===== src/rtl/port_bus_sequencer.sv =====
// Controlling end of a bidirectional port: turns valid/ready requests into
// turnaround / setup / strobe / hold cycles and returns read data on a response channel.
module port_bus_sequencer #(
  parameter int WIDTH         = 8,
  parameter int TURN_CYCLES   = 2,
  parameter int SETUP_CYCLES  = 2,
  parameter int STROBE_CYCLES = 4,
  parameter int HOLD_CYCLES   = 1
) (
  input  logic             clk,
  input  logic             reset,
  input  logic             req_valid,
  output logic             req_ready,
  input  logic             req_write,
  input  logic [WIDTH-1:0] req_data,
  output logic             rsp_valid,
  input  logic             rsp_ready,
  output logic [WIDTH-1:0] rsp_data,
  output logic             busy,
  output logic             dir_to_port,
  output logic [WIDTH-1:0] to_port,
  input  logic [WIDTH-1:0] from_port,
  output logic             port_strobe
);

  if (SETUP_CYCLES < 1 || STROBE_CYCLES < 1) begin : g_bad_params
    $error("port_bus_sequencer: SETUP_CYCLES and STROBE_CYCLES must be >= 1");
  end

  localparam int MAX_TS = (TURN_CYCLES > SETUP_CYCLES) ? TURN_CYCLES : SETUP_CYCLES;
  localparam int MAX_SH = (STROBE_CYCLES > HOLD_CYCLES) ? STROBE_CYCLES : HOLD_CYCLES;
  localparam int MAX_C  = (MAX_TS > MAX_SH) ? MAX_TS : MAX_SH;
  localparam int CW     = (MAX_C > 1) ? $clog2(MAX_C) : 1;

  typedef logic [CW-1:0] cnt_t;
  // Counter is loaded with N-1 on entry and the state is left when it reaches zero.
  localparam cnt_t TURN_LD   = cnt_t'(TURN_CYCLES - 1);
  localparam cnt_t SETUP_LD  = cnt_t'(SETUP_CYCLES - 1);
  localparam cnt_t STROBE_LD = cnt_t'(STROBE_CYCLES - 1);
  localparam cnt_t HOLD_LD   = cnt_t'(HOLD_CYCLES - 1);
  localparam bit   HAS_TURN  = (TURN_CYCLES > 0);
  localparam bit   HAS_HOLD  = (HOLD_CYCLES > 0);

  typedef enum logic [2:0] {
    S_IDLE, S_TURN, S_SETUP, S_STROBE, S_HOLD, S_RESP
  } state_t;

  state_t           state_q, state_d;
  cnt_t             cnt_q, cnt_d;
  logic             wr_q, wr_d;
  logic [WIDTH-1:0] data_q, data_d;
  logic             dir_q, dir_d;
  logic [WIDTH-1:0] to_q, to_d;
  logic             last_q, last_d;
  logic [WIDTH-1:0] rsp_q, rsp_d;
  logic             txn_done;

  always_ff @(posedge clk or posedge reset) begin
    if (reset) begin
      state_q <= S_IDLE;
      cnt_q   <= '0;
      wr_q    <= 1'b0;
      data_q  <= '0;
      dir_q   <= 1'b0;
      to_q    <= '0;
      last_q  <= 1'b0;
      rsp_q   <= '0;
    end else begin
      state_q <= state_d;
      cnt_q   <= cnt_d;
      wr_q    <= wr_d;
      data_q  <= data_d;
      dir_q   <= dir_d;
      to_q    <= to_d;
      last_q  <= last_d;
      rsp_q   <= rsp_d;
    end
  end

  always_comb begin
    state_d  = state_q;
    cnt_d    = cnt_q;
    wr_d     = wr_q;
    data_d   = data_q;
    dir_d    = dir_q;
    to_d     = to_q;
    last_d   = last_q;
    rsp_d    = rsp_q;
    txn_done = 1'b0;

    unique case (state_q)
      S_IDLE: begin
        if (req_valid) begin
          wr_d   = req_write;
          data_d = req_data;
          if (HAS_TURN && (req_write != last_q)) begin
            state_d = S_TURN;
            cnt_d   = TURN_LD;
            dir_d   = 1'b0;
            to_d    = '0;
          end else begin
            state_d = S_SETUP;
            cnt_d   = SETUP_LD;
            dir_d   = req_write;
            to_d    = req_write ? req_data : '0;
          end
        end
      end
      S_TURN: begin
        if (cnt_q == '0) begin
          state_d = S_SETUP;
          cnt_d   = SETUP_LD;
          dir_d   = wr_q;
          to_d    = wr_q ? data_q : '0;
        end else begin
          cnt_d = cnt_q - cnt_t'(1);
        end
      end
      S_SETUP: begin
        if (cnt_q == '0) begin
          state_d = S_STROBE;
          cnt_d   = STROBE_LD;
        end else begin
          cnt_d = cnt_q - cnt_t'(1);
        end
      end
      S_STROBE: begin
        if (cnt_q == '0) begin
          // Only the value present in the final strobe cycle is kept.
          if (!wr_q) rsp_d = from_port;
          if (HAS_HOLD) begin
            state_d = S_HOLD;
            cnt_d   = HOLD_LD;
          end else begin
            txn_done = 1'b1;
          end
        end else begin
          cnt_d = cnt_q - cnt_t'(1);
        end
      end
      S_HOLD: begin
        if (cnt_q == '0) txn_done = 1'b1;
        else             cnt_d = cnt_q - cnt_t'(1);
      end
      S_RESP: begin
        if (rsp_ready) state_d = S_IDLE;
      end
      default: state_d = S_IDLE;
    endcase

    if (txn_done) begin
      last_d  = wr_q;
      state_d = wr_q ? S_IDLE : S_RESP;
    end
  end

  assign req_ready   = (state_q == S_IDLE);
  assign busy        = (state_q != S_IDLE);
  assign rsp_valid   = (state_q == S_RESP);
  assign port_strobe = (state_q == S_STROBE);
  assign dir_to_port = dir_q;
  assign to_port     = to_q;
  assign rsp_data    = rsp_q;

endmodule


===== config.mk =====
export PLATFORM = sky130hd
export DESIGN_NAME = port_bus_sequencer
export DESIGN_NICKNAME = d
export VERILOG_FILES = /design/src/rtl/port_bus_sequencer.sv
export SDC_FILE = /design/constraint.sdc
export NUM_CORES = 1
export LEC_CHECK = 0
export BUFFER_PORTS_ARGS = -buffer_cell sky130_fd_sc_hd__buf_2
export CAP_MARGIN = 30
export CORE_AREA = 2 2 57 59
export DETAILED_ROUTE_END_ITERATION = 12
export DIE_AREA = 0 0 59 61
export PLACE_DENSITY = 0.8
export SLEW_MARGIN = 20
export SYNTH_ARGS = -nofsm -noshare
export SYNTH_HDL_FRONTEND = slang
export SYNTH_SLANG_ARGS = --single-unit

===== constraint.sdc =====
create_clock -name clk -period 5.3 [get_ports clk]
set_clock_uncertainty 0.2 [all_clocks]
set_input_delay 1.59 -clock clk [delete_from_list [all_inputs] [get_ports clk]]
set_output_delay 1.59 -clock clk [all_outputs]
set_load 0.03 [all_outputs]

### Word-level counts from Yosys, hierarchy flattened

Cells that the tools add are included.

| operators by class | value |
|---|---|
| eq/ne operators | 15 |
| multiplexer cells | 27 |
| bitwise logic cells | 1 |
| reduce and logical (&&, ||, !) cells | 10 |
| add/subtract/negate cells | 1 |

Operators with widths:

| operator | number |
|---|---|
| 8-bit 2-to-1 mux | 5 |
| 3-bit 2-to-1 mux | 7 |
| 3-bit one-hot mux with 6 select lines | 1 |
| 8-bit one-hot mux with 2 select lines | 1 |
| 2-bit 2-to-1 mux | 6 |
| 2-bit one-hot mux with 5 select lines | 1 |
| 3-bit AND reduction | 3 |
| 2-bit != test (second input constant) | 4 |
| 3-bit by 2-bit equality test with 1-bit output (second input constant) | 2 |
| 3-bit equality test (second input constant) | 2 |
| 3-bit by 1-bit != test with 1-bit output (second input constant) | 2 |
| 3-bit != test (second input constant) | 2 |
| 6-bit AND reduction | 1 |
| 1-bit 2-to-1 mux | 5 |
| 5-bit nonzero test | 1 |
| 3-bit by 1-bit equality test with 1-bit output (second input constant) | 1 |
| 3-bit logical NOT | 1 |
| 3-bit by 2-bit != test with 1-bit output (second input constant) | 1 |
| 3-bit nonzero test | 1 |
| 2-bit logical NOT | 1 |
| 1-bit one-hot mux with 2 select lines | 1 |
| 2-bit AND reduction | 1 |
| 2-bit nonzero test | 1 |
| 2-bit by 1-bit subtractor with 2-bit output (second input constant) | 1 |
| 2 further kinds | 2 |

| word-level totals | value |
|---|---|
| bits in registers | 32 |
| logic and storage cells | 62 |
| output and inout port bits | 21 |
| input bits | 21 |

### Logic depth before layout (Yosys ltp)

Gate-level depths: netlist (run 1).

| depth | value |
|---|---|
| depth after elaboration | 5 |
| mapped depth | 7 |
| gate-level depth less buffers | 6 |

### Worst setup path before layout (run 1)

Ideal clock, no wire load.

| timing path | value |
|---|---|
| path kind | register -> output |
| start point | register state_q[0] |
| end point | output port busy |
| stages on the path, launching flop included | 5 |
| path slack | 1.954 ns |
| data required time | 3.510 ns |
| path buffers | 1 |
| arrival time | 1.556 ns |
| path through | dfrtp_1 -> buf_2 -> or2_2 -> nor2_1 -> inv_1 |

| between the ends | value |
|---|---|
| word-level cells in the longest chain between the ends | 1 |

RTL lines:

| what | RTL line | source |
|---|---|---|
| from (decl) | 48 | `state_t state_q, state_d;` |
| from (signal assigned) | 69 | `state_q <= state_d;` |
| 3-bit nonzero test | 158 | `assign busy = (state_q != S_IDLE);` |
| to (decl) | 19 | `output logic busy,` |

No other way between the ends.

### Worst setup path in the final report (run 1)

Ends and elaborated chain as after synthesis.

==> flow_summary.html, run 1 <==
<table>
<tr><th>Metric</th><th>Value</th></tr>
<tr><th colspan="2">Timing</th></tr>
<tr><td>Max-slew violation count</td><td>0</td></tr>
<tr><td>Final worst-path cycle share</td><td>65.7%</td></tr>
<tr><td>Period minus WS final</td><td>3.48 ns</td></tr>
<tr><td>Smallest hold slack</td><td>about 0.32 ns</td></tr>
<tr><td>Headroom to the max-slew limit</td><td>56.5%</td></tr>
<tr><td>Total negative slack for setup checks</td><td>0 ns</td></tr>
<tr><td>Max Fclk</td><td>287 MHz</td></tr>
<tr><td>Final hold violation count</td><td>0</td></tr>
<tr><td>Final setup fails</td><td>0</td></tr>
<tr><td>Slew at the pin closest to its max-slew limit</td><td>0.653 ns</td></tr>
<tr><td>RSZ-0062 raised after global routing</td><td>no</td></tr>
<tr><th colspan="2">Final layout</th></tr>
<tr><td>Final standard cell area without fillers</td><td>~1900 um2</td></tr>
<tr><td>Utilization after layout</td><td>62.8%</td></tr>
<tr><td>Number of diodes</td><td>0</td></tr>
<tr><td>Area growth syn-to-layout</td><td>17.6%</td></tr>
<tr><td>Net total in the final layout</td><td>206</td></tr>
<tr><td>Layout cells sized above 1</td><td>39.6%</td></tr>
<tr><th colspan="2">Die</th></tr>
<tr><td>Core Area</td><td>around 3000 um2</td></tr>
<tr><td>Overall die height</td><td>61 um</td></tr>
<tr><td>Total number of placement rows</td><td>20</td></tr>
<tr><td>Die boundary width</td><td>59 um</td></tr>
<tr><td>I/O pin cnt</td><td>42</td></tr>
<tr><td>Total die area</td><td>3600 um2</td></tr>
<tr><td>Effective utilization at floorplan</td><td>between 50% and 60%</td></tr>
<tr><th colspan="2">Logic synthesis</th></tr>
<tr><td>Largest family of logic cells by synthesized area</td><td>multiplexers</td></tr>
<tr><td>Area fraction in compound gates after synthesis</td><td>13.9%</td></tr>
<tr><td>Most area-hungry cell type in the Yosys netlist</td><td>dfrtp_1</td></tr>
<tr><td>Mux contribution to synthesized area</td><td>14.2%</td></tr>
<tr><td>Top cell type's share of synthesized area</td><td>50.8%</td></tr>
<tr><td>Post-synth design cell area</td><td>1580 um2</td></tr>
<tr><td>Sequential cell area fraction in the yosys report</td><td>50.8%</td></tr>
<tr><td>Synth Instances</td><td>approximately 140</td></tr>
<tr><td>Post-synthesis register bit count</td><td>32</td></tr>
<tr><td>Distinct cells, synth</td><td>30</td></tr>
<tr><td>Area contributors post-synth</td><td>dfrtp_1 51%, mux2_2 14%, a21oi_1 4.1%, a22oi_1 3.8%, nor2_1 3.6%</td></tr>
<tr><td>Xor and xnor fraction of the mapped netlist area</td><td>1.11%</td></tr>
<tr><td>Count leader, synth</td><td>dfrtp_1</td></tr>
<tr><td>FFs w/ async S/R, synth</td><td>100%</td></tr>
<tr><td>Mean instance size in the synthesized netlist</td><td>around 11 um2</td></tr>
<tr><td>Flip-flop cell with the highest count after synthesis</td><td>dfrtp_1</td></tr>
<tr><td>Adder-Cell Fraction of Synth Area</td><td>~3.2%</td></tr>
<tr><td>Post-synthesis share of cell area spent on and, or, nand and nor gates</td><td>12.1%</td></tr>
<tr><td>Net count after synthesis</td><td>166</td></tr>
<tr><td>Count of synthesis-stage warnings from yosys</td><td>0</td></tr>
<tr><td>Post-synth EDFFs</td><td>0</td></tr>
<tr><td>Top cells by count, synth</td><td>32 x dfrtp_1, 19 x mux2_2, 15 x nor2_1</td></tr>
<tr><th colspan="2">Global routing</th></tr>
<tr><td>Initial antenna violation count</td><td>0</td></tr>
<tr><td>Vias in the first global route</td><td>1182</td></tr>
<tr><td>Global-route usage over all layers</td><td>between 15 and 20%</td></tr>
<tr><td>Maximum number of pins on one net before global-route repair</td><td>33</td></tr>
<tr><td>Overall overflow remaining after global route</td><td>0</td></tr>
<tr><td>Global-route wire length before repair</td><td>~5200 um</td></tr>
<tr><th colspan="2">CTS</th></tr>
<tr><td>Post-CTS setup buffers</td><td>0</td></tr>
<tr><td>Inserted Clock Buffers</td><td>5</td></tr>
<tr><td>CTS tree</td><td>yes</td></tr>
<tr><td>Number of H-tree levels</td><td>2</td></tr>
<tr><td>Post_cts resized</td><td>0</td></tr>
<tr><td>Clock sink count</td><td>32</td></tr>
<tr><td>Maximum buffer depth of the clock tree</td><td>2</td></tr>
<tr><td>Clk pin slew, worst setup/hold paths</td><td>roughly 0.09 ns</td></tr>
<tr><td>Cts-stage hold buffer count</td><td>0</td></tr>
<tr><td>Buffer type at the clock tree root</td><td>clkbuf_4</td></tr>
<tr><td>Source-to-sink clock delay at the later pin of the worst-skew pair</td><td>0.33 ns</td></tr>
<tr><th colspan="2">Pwr</th></tr>
<tr><td>Worst ir drop on vdd</td><td>0.000338 V</td></tr>
<tr><td>Pwr per Cell Area</td><td>698 nW/um2</td></tr>
<tr><td>Leakage power</td><td>roughly 0.85 nW</td></tr>
<tr><th colspan="2">Routing</th></tr>
<tr><td>Remaining antenna violation count after routing</td><td>0</td></tr>
<tr><td>Initial detailed-routing violation count</td><td>45</td></tr>
<tr><td>Via/cell ratio</td><td>approximately 5.8</td></tr>
<tr><td>Via count of the routed design</td><td>~1200</td></tr>
<tr><td>Per-cell routed wire length</td><td>between 10 and 15 um</td></tr>
<tr><td>Routed WL</td><td>3150 um</td></tr>
<tr><td>Detailed Routing Iterations Pass 1</td><td>5</td></tr>
<tr><td>DRC Markers</td><td>0</td></tr>
<tr><th colspan="2">Critical path</th></tr>
<tr><td>Sequence of cells on the critical path</td><td>or2_2, nor2_1, inv_1, buf_2</td></tr>
<tr><td>Startpoint type of the worst setup path</td><td>flop</td></tr>
<tr><td>Worst EP required</td><td>3.51 ns</td></tr>
<tr><td>Setup Crit Path Kind</td><td>flop to output port</td></tr>
<tr><td>Critical Path Slowest Stage Cell</td><td>dfrtp_1</td></tr>
<tr><td>WP data arrival</td><td>roughly 1.7 ns</td></tr>
<tr><td>Max incr delay on CP</td><td>0.57 ns</td></tr>
<tr><td>Worst path top cell family by delay</td><td>flip-flops</td></tr>
<tr><td>Nature of the critical path endpoint</td><td>output port</td></tr>
<tr><td>Top fanout value on the critical path</td><td>16</td></tr>
<tr><td>Critical path buffer and inverter count</td><td>2</td></tr>
<tr><th colspan="2">Flow run</th></tr>
<tr><td>MaxCap Viol Count</td><td>0</td></tr>
<tr><th colspan="2">Placed design</th></tr>
<tr><td>Post-place instance area</td><td>roughly 1800 um2</td></tr>
<tr><td>Global placement routability congestion</td><td>0.839</td></tr>
<tr><td>Buffers added on ports</td><td>41</td></tr>
<tr><td>Estimated wirelength of the detail-placed design</td><td>2330 um</td></tr>
<tr><th colspan="2">Worst hold path</th></tr>
<tr><td>Tightest Hold Check Type</td><td>flop to flop</td></tr>
<tr><th colspan="2">Outcome</th></tr>
<tr><td>Result of the run</td><td>finished, final reports clean</td></tr>
</table>
cell families after synthesis:
logic type | Yosys count
AOI/OAI and AO/OA | 34
xor gates and xnor gates | 2
adders and majority gates | 4
buffers and inverters | 14
DFF | 32
muxes | 20
and+or+nand+nor | 35
metal layers:
metal / GRT usage (%) / share of wire [%] / up-vias
met1: 25.0 / 43 / 600
li1: - / - / 589
met3: 4.48 / 5.4 / 10
met4: 12.0 / 2.3 / 0
met2: 30.6 / 49 / 42
met5: 0 / 0 / -
layout make-up:
class                   instances  area (um2)
clock buffers                   5        37.5
clock inverters                 3        42.5
fillers                       262        1100
inverters                       5        18.8
multi-input cells              95         701
flip-flops and latches         32         801
well taps                      33        41.3
repair buffers                 42         213
sequential cells by signal (all words and copies together), names as in the netlist:
name         cells
last_q           1
wr_q             1
data_q           8
to_port          8
state_q          3
dir_to_port      1
rsp_data         8
cnt_q            2
metrics by stage:
| step | total power, mW | worst slack [ns] | instances |
|---|---|---|---|
| 2_1_floorplan | 0.974 | 1.95 | 141 |
| 3_3_place_gp | 1.09 | 2.06 | 207 |
| 3_5_place_dp | 1.12 | 1.98 | 207 |
| 4_1_cts | 1.30 | 1.82 | 215 |
| 5_1_grt | 1.39 | 1.74 | 215 |
| 6_report | 1.29 | 1.82 | 215 |
path summary, 6_finish.rpt:
check                                        start                       to  slack [ns]  cells after the start
setup / recovery            state_q[0]$_DFFE_PP0P_                     busy        1.82                      4
min in group asynchronous                    reset  rsp_data[4]$_DFFE_PP0P_        1.11                      3
hold / removal             rsp_data[6]$_DFFE_PP0P_  rsp_data[6]$_DFFE_PP0P_        0.32                      1
setup reg to reg              cnt_q[0]$_DFFE_PP0P_  rsp_data[2]$_DFFE_PP0P_        3.11                      5
max in group asynchronous                    reset  rsp_data[6]$_DFFE_PP0P_        3.51                      3
hold reg to reg            rsp_data[6]$_DFFE_PP0P_  rsp_data[6]$_DFFE_PP0P_        0.32                      1
worst register-to-register path: cells and delay by family (launching register included):
family,cells,cell delay [ns]
and+or+nand+nor,2,0.51
DFF,1,0.43
adders and majority gates,1,0.42
muxes,1,0.38
buffers and inverters,1,0.14
cell usage in the layout, fill, tap and decap left out, types with 2 or more instances in the layout:
cell type  count
nand2_1        5
nand2b_1       4
o311ai_0       2
xnor2_1        2
mux2_2        19
nor3_1         2
a21oi_1       13
clkbuf_4       5
nor2_1        15
a22oi_1        8
o22ai_1        2
dfrtp_1       32
nor3b_1        2
and3_1         3
o21ai_0        3
nor3_4         2
buf_2         41
ha_1           4
inv_1          5
report_power, final:
group / internal, mW / leakage [nW] / switching (mW)
Sequential: 0.369 / 0.381 / 0.115
Clock: 0.0983 / 0.0412 / 0.0820
Combinational: 0.247 / 0.426 / 0.383
No activity file was read; power rests on OpenSTA's default activity.
==> run 2, diff against run 1 <==
CORE_AREA = 2 2 62 64   (was 2 2 57 59)
DIE_AREA = 0 0 64 66   (was 0 0 59 61)
PLACE_DENSITY = 0.72   (was 0.8)
clock period = 3.12 ns   (was 5.3 ns; I/O delays follow)
==> run 2 against run 1 <==
  * Sequential cell count did not move
  * Wire length rose by 1.7%
  * Global-route usage shrank 2.5 points
  * Clock power is 67% higher
  * Final area rose by 1.2%
  * Cell count up 7.4%
  * Sequential power is 66% higher
  * Non-clock buffer count rose by 1
==> flow_summary.html, run 2 (synthesis results as in run 1) <==
<table>
<tr><th>Metric</th><th>Value</th></tr>
<tr><th colspan="2">Outcome</th></tr>
<tr><td>Result of the run</td><td>finished, final reports clean</td></tr>
<tr><th colspan="2">Timing</th></tr>
<tr><td>Slew at the pin closest to its max-slew limit</td><td>0.584 ns (-0.0690 ns)</td></tr>
<tr><td>Max Fclk</td><td>between 300 and 400 MHz</td></tr>
<tr><td>Headroom to the max-slew limit</td><td>61.1% (+4.6 points)</td></tr>
<tr><td>Total negative slack for setup checks</td><td>0 ns (unchanged)</td></tr>
<tr><td>Final worst-path cycle share</td><td>90.3%</td></tr>
<tr><td>Period minus WS final</td><td>2.82 ns</td></tr>
<tr><td>RSZ-0062 raised after global routing</td><td>no</td></tr>
<tr><td>Final hold violation count</td><td>0 (unchanged)</td></tr>
<tr><td>Final setup fails</td><td>0 (unchanged)</td></tr>
<tr><td>Max-slew violation count</td><td>0 (unchanged)</td></tr>
<tr><th colspan="2">Final layout</th></tr>
<tr><td>Commonest cells after routing, fill and taps aside</td><td>41 x buf_2, 32 x dfrtp_1, 19 x mux2_2</td></tr>
<tr><td>Leading cell type in the layout, fill and taps excluded</td><td>buf_2</td></tr>
<tr><td>Fill count</td><td>306 (+17%)</td></tr>
<tr><td>Net total in the final layout</td><td>207 (+0.49%)</td></tr>
<tr><td>Number of diodes</td><td>0 (unchanged)</td></tr>
<tr><td>Non-filler cells in the finished layout</td><td>231 (+7.4%)</td></tr>
<tr><td>Layout cells sized above 1</td><td>39.3% (-0.22 points)</td></tr>
<tr><td>Area growth syn-to-layout</td><td>19.0%</td></tr>
<tr><th colspan="2">Die</th></tr>
<tr><td>Total number of placement rows</td><td>22 (+10%)</td></tr>
<tr><td>Total die area</td><td>4220 um2 (+17%)</td></tr>
<tr><td>Die boundary width</td><td>64 um (+8.5%)</td></tr>
<tr><td>Core Area</td><td>3550 um2 (+20%)</td></tr>
<tr><td>Effective utilization at floorplan</td><td>44.4% (-9.0 points)</td></tr>
<tr><td>Overall die height</td><td>66 um (+8.2%)</td></tr>
<tr><td>I/O pin cnt</td><td>42 (unchanged)</td></tr>
<tr><th colspan="2">CTS</th></tr>
<tr><td>Maximum buffer depth of the clock tree</td><td>2 (unchanged)</td></tr>
<tr><td>Number of H-tree levels</td><td>2 (unchanged)</td></tr>
<tr><td>Post-CTS setup buffers</td><td>0 (unchanged)</td></tr>
<tr><td>CTS tree</td><td>yes</td></tr>
<tr><td>Cts-stage hold buffer count</td><td>0 (unchanged)</td></tr>
<tr><td>Clk pin slew, worst setup/hold paths</td><td>0.09 ns (about the same)</td></tr>
<tr><td>Buffer type at the clock tree root</td><td>clkbuf_4</td></tr>
<tr><td>Inserted Clock Buffers</td><td>5 (unchanged)</td></tr>
<tr><td>Clock sink count</td><td>32 (unchanged)</td></tr>
<tr><td>Source-to-sink clock delay at the later pin of the worst-skew pair</td><td>0.33 ns (about the same)</td></tr>
<tr><td>Post_cts resized</td><td>0 (unchanged)</td></tr>
<tr><th colspan="2">Routing</th></tr>
<tr><td>DRC Markers</td><td>0 (unchanged)</td></tr>
<tr><td>Detailed Routing Iterations Pass 1</td><td>4 (-1)</td></tr>
<tr><td>Remaining antenna violation count after routing</td><td>0 (unchanged)</td></tr>
<tr><td>Via count of the routed design</td><td>1234 (-0.56%)</td></tr>
<tr><td>Routed WL</td><td>3200 um (+1.7%)</td></tr>
<tr><td>Per-cell routed wire length</td><td>13.9 um (-5.3%)</td></tr>
<tr><td>Initial detailed-routing violation count</td><td>43 (-4.4%)</td></tr>
<tr><td>Via/cell ratio</td><td>5.34 (-7.5%)</td></tr>
<tr><th colspan="2">Critical path</th></tr>
<tr><td>Startpoint of the most critical register-to-register path</td><td>cnt_q[0]$_DFFE_PP0P_</td></tr>
<tr><td>Critical Path Slowest Stage Cell</td><td>dfrtp_1</td></tr>
<tr><td>Startpoint type of the worst setup path</td><td>flop</td></tr>
<tr><td>Endpoint of the lowest-slack register-to-register path</td><td>rsp_data[1]$_DFFE_PP0P_</td></tr>
<tr><td>Reg2Reg Depth</td><td>5 (unchanged)</td></tr>
<tr><td>Top fanout value on the critical path</td><td>16 (unchanged)</td></tr>
<tr><td>Max incr delay on CP</td><td>0.58 ns (about the same)</td></tr>
<tr><td>Nature of the critical path endpoint</td><td>output port</td></tr>
<tr><td>Worst EP required</td><td>1.98 ns (-1.53 ns)</td></tr>
<tr><td>Register-to-register setup slack</td><td>0.93 ns (-2.18 ns)</td></tr>
<tr><td>Sequence of cells on the critical path</td><td>or2_2, nor2_1, inv_1, buf_2</td></tr>
<tr><td>Setup Crit Path Kind</td><td>flop to output port</td></tr>
<tr><td>WP data arrival</td><td>1.68 ns (about the same)</td></tr>
<tr><th colspan="2">Global routing</th></tr>
<tr><td>Grt met3 use</td><td>3.75% (-0.73 points)</td></tr>
<tr><td>Global-route usage over all layers</td><td>17.2% (-2.5 points)</td></tr>
<tr><td>Vias in the first global route</td><td>1309 (+11%)</td></tr>
<tr><td>Maximum number of pins on one net before global-route repair</td><td>33 (unchanged)</td></tr>
<tr><td>Global-route met2 utilization</td><td>28.3% (-2.4 points)</td></tr>
<tr><td>Global route hottest layer</td><td>met2</td></tr>
<tr><td>Overall overflow remaining after global route</td><td>0 (unchanged)</td></tr>
<tr><td>Initial antenna violation count</td><td>0 (unchanged)</td></tr>
<tr><td>Global-route wire length before repair</td><td>5560 um (+7.6%)</td></tr>
<tr><td>Met1 routing resource usage after global routing</td><td>20.6% (-4.4 points)</td></tr>
<tr><th colspan="2">Worst hold path</th></tr>
<tr><td>Endpoint of the worst hold path</td><td>data_q[6]$_DFFE_PP0P_</td></tr>
<tr><td>Tightest Hold Check Type</td><td>flop to flop</td></tr>
<tr><td>Hold Path Origin</td><td>data_q[6]$_DFFE_PP0P_</td></tr>
<tr><td>Hold depth</td><td>1 (unchanged)</td></tr>
<tr><th colspan="2">Pwr</th></tr>
<tr><td>Worst ir drop on vdd</td><td>0.000602 V (+78%)</td></tr>
<tr><td>Pwr per Cell Area</td><td>1170 nW/um2 (+68%)</td></tr>
<tr><td>Leakage power</td><td>0.855 nW (+0.75%)</td></tr>
<tr><th colspan="2">Placed design</th></tr>
<tr><td>Estimated wirelength of the detail-placed design</td><td>2400 um (+2.9%)</td></tr>
<tr><td>Buffers added on ports</td><td>41 (unchanged)</td></tr>
<tr><td>Global placement routability congestion</td><td>0.839 (about the same)</td></tr>
<tr><td>Instance count after placement with tap cells included</td><td>223 (+7.7%)</td></tr>
<tr><th colspan="2">Flow run</th></tr>
<tr><td>MaxCap Viol Count</td><td>0 (unchanged)</td></tr>
</table>
==> run 2: cell types whose count changed in the layout (fill, tap and decap cells not counted), sizes merged <==
cell,previous run,this run
buf,42,43
clkbuf,5,6
clkinvlp,1,0
==> run 2: routing by layer <==
layer / vias to the layer above / wire length, um / share of wire, %
li1: 591 / - / -
met1: 593 / 1320 / 41
met2: 41 / 1610 / 50
met3: 9 / 192 / 6.0
met4: 0 / 70 / 2.2
met5: - / 0 / 0
==> run 2: how the worst max path moves through the flow <==
stage / depth (start not counted) / to / startpoint / slack (ns)
finish: 4 / busy / state_q[0]$_DFFE_PP0P_ / 0.30
global route: 4 / busy / state_q[0]$_DFFE_PP0P_ / 0.18
CTS: 4 / busy / state_q[0]$_DFFE_PP0P_ / 0.30
detailed placement: 6 / to_port[4]$_DFFE_PP0P_ / req_write / 0.49
global placement: 6 / to_port[6]$_DFFE_PP0P_ / req_write / 0.56
floorplan: 4 / busy / state_q[0]$_DFFE_PP0P_ / 0.43
==> run 2: area by class of cell <==
cell class,instances,area [um2],area share [%]
tap,48,60.1,3.20
inverter,5,18.8,1.00
clock buffer,6,41.3,2.20
multi-input combinational,95,701,37.3
timing repair buffer,43,220,11.7
sequential,32,801,42.7
clock inverter,2,35.0,1.87
==> run 2: worst max-delay path, delay by kind of cell, from the launching register on <==
family / cells / cell delay, ns
DFF: 1 / 0.58
and+or+nand+nor: 2 / 0.53
buffers and inverters: 2 / 0.23
==> run 2: report_power, final <==
part / total (mW) / internal [mW] / switching (mW)
Clock: 0.301 / 0.168 / 0.133
Sequential: 0.804 / 0.628 / 0.177
Combinational: 1.09 / 0.426 / 0.665
==> run 2: per-stage QoR <==
stage | power, mW | instance area [um2] | hold WS (ns) | worst slack (ns) | util, %
global placement | 1.85 | 1800 | 0.288 | 0.560 | 50.7
CTS | 2.22 | 1880 | 0.320 | 0.302 | 52.9
global route | 2.37 | 1880 | 0.337 | 0.175 | 52.9
floorplan | 1.66 | 1580 | 0.282 | 0.428 | -
finish | 2.20 | 1880 | 0.316 | 0.303 | 52.9
detailed placement | 1.90 | 1800 | 0.298 | 0.487 | 50.7
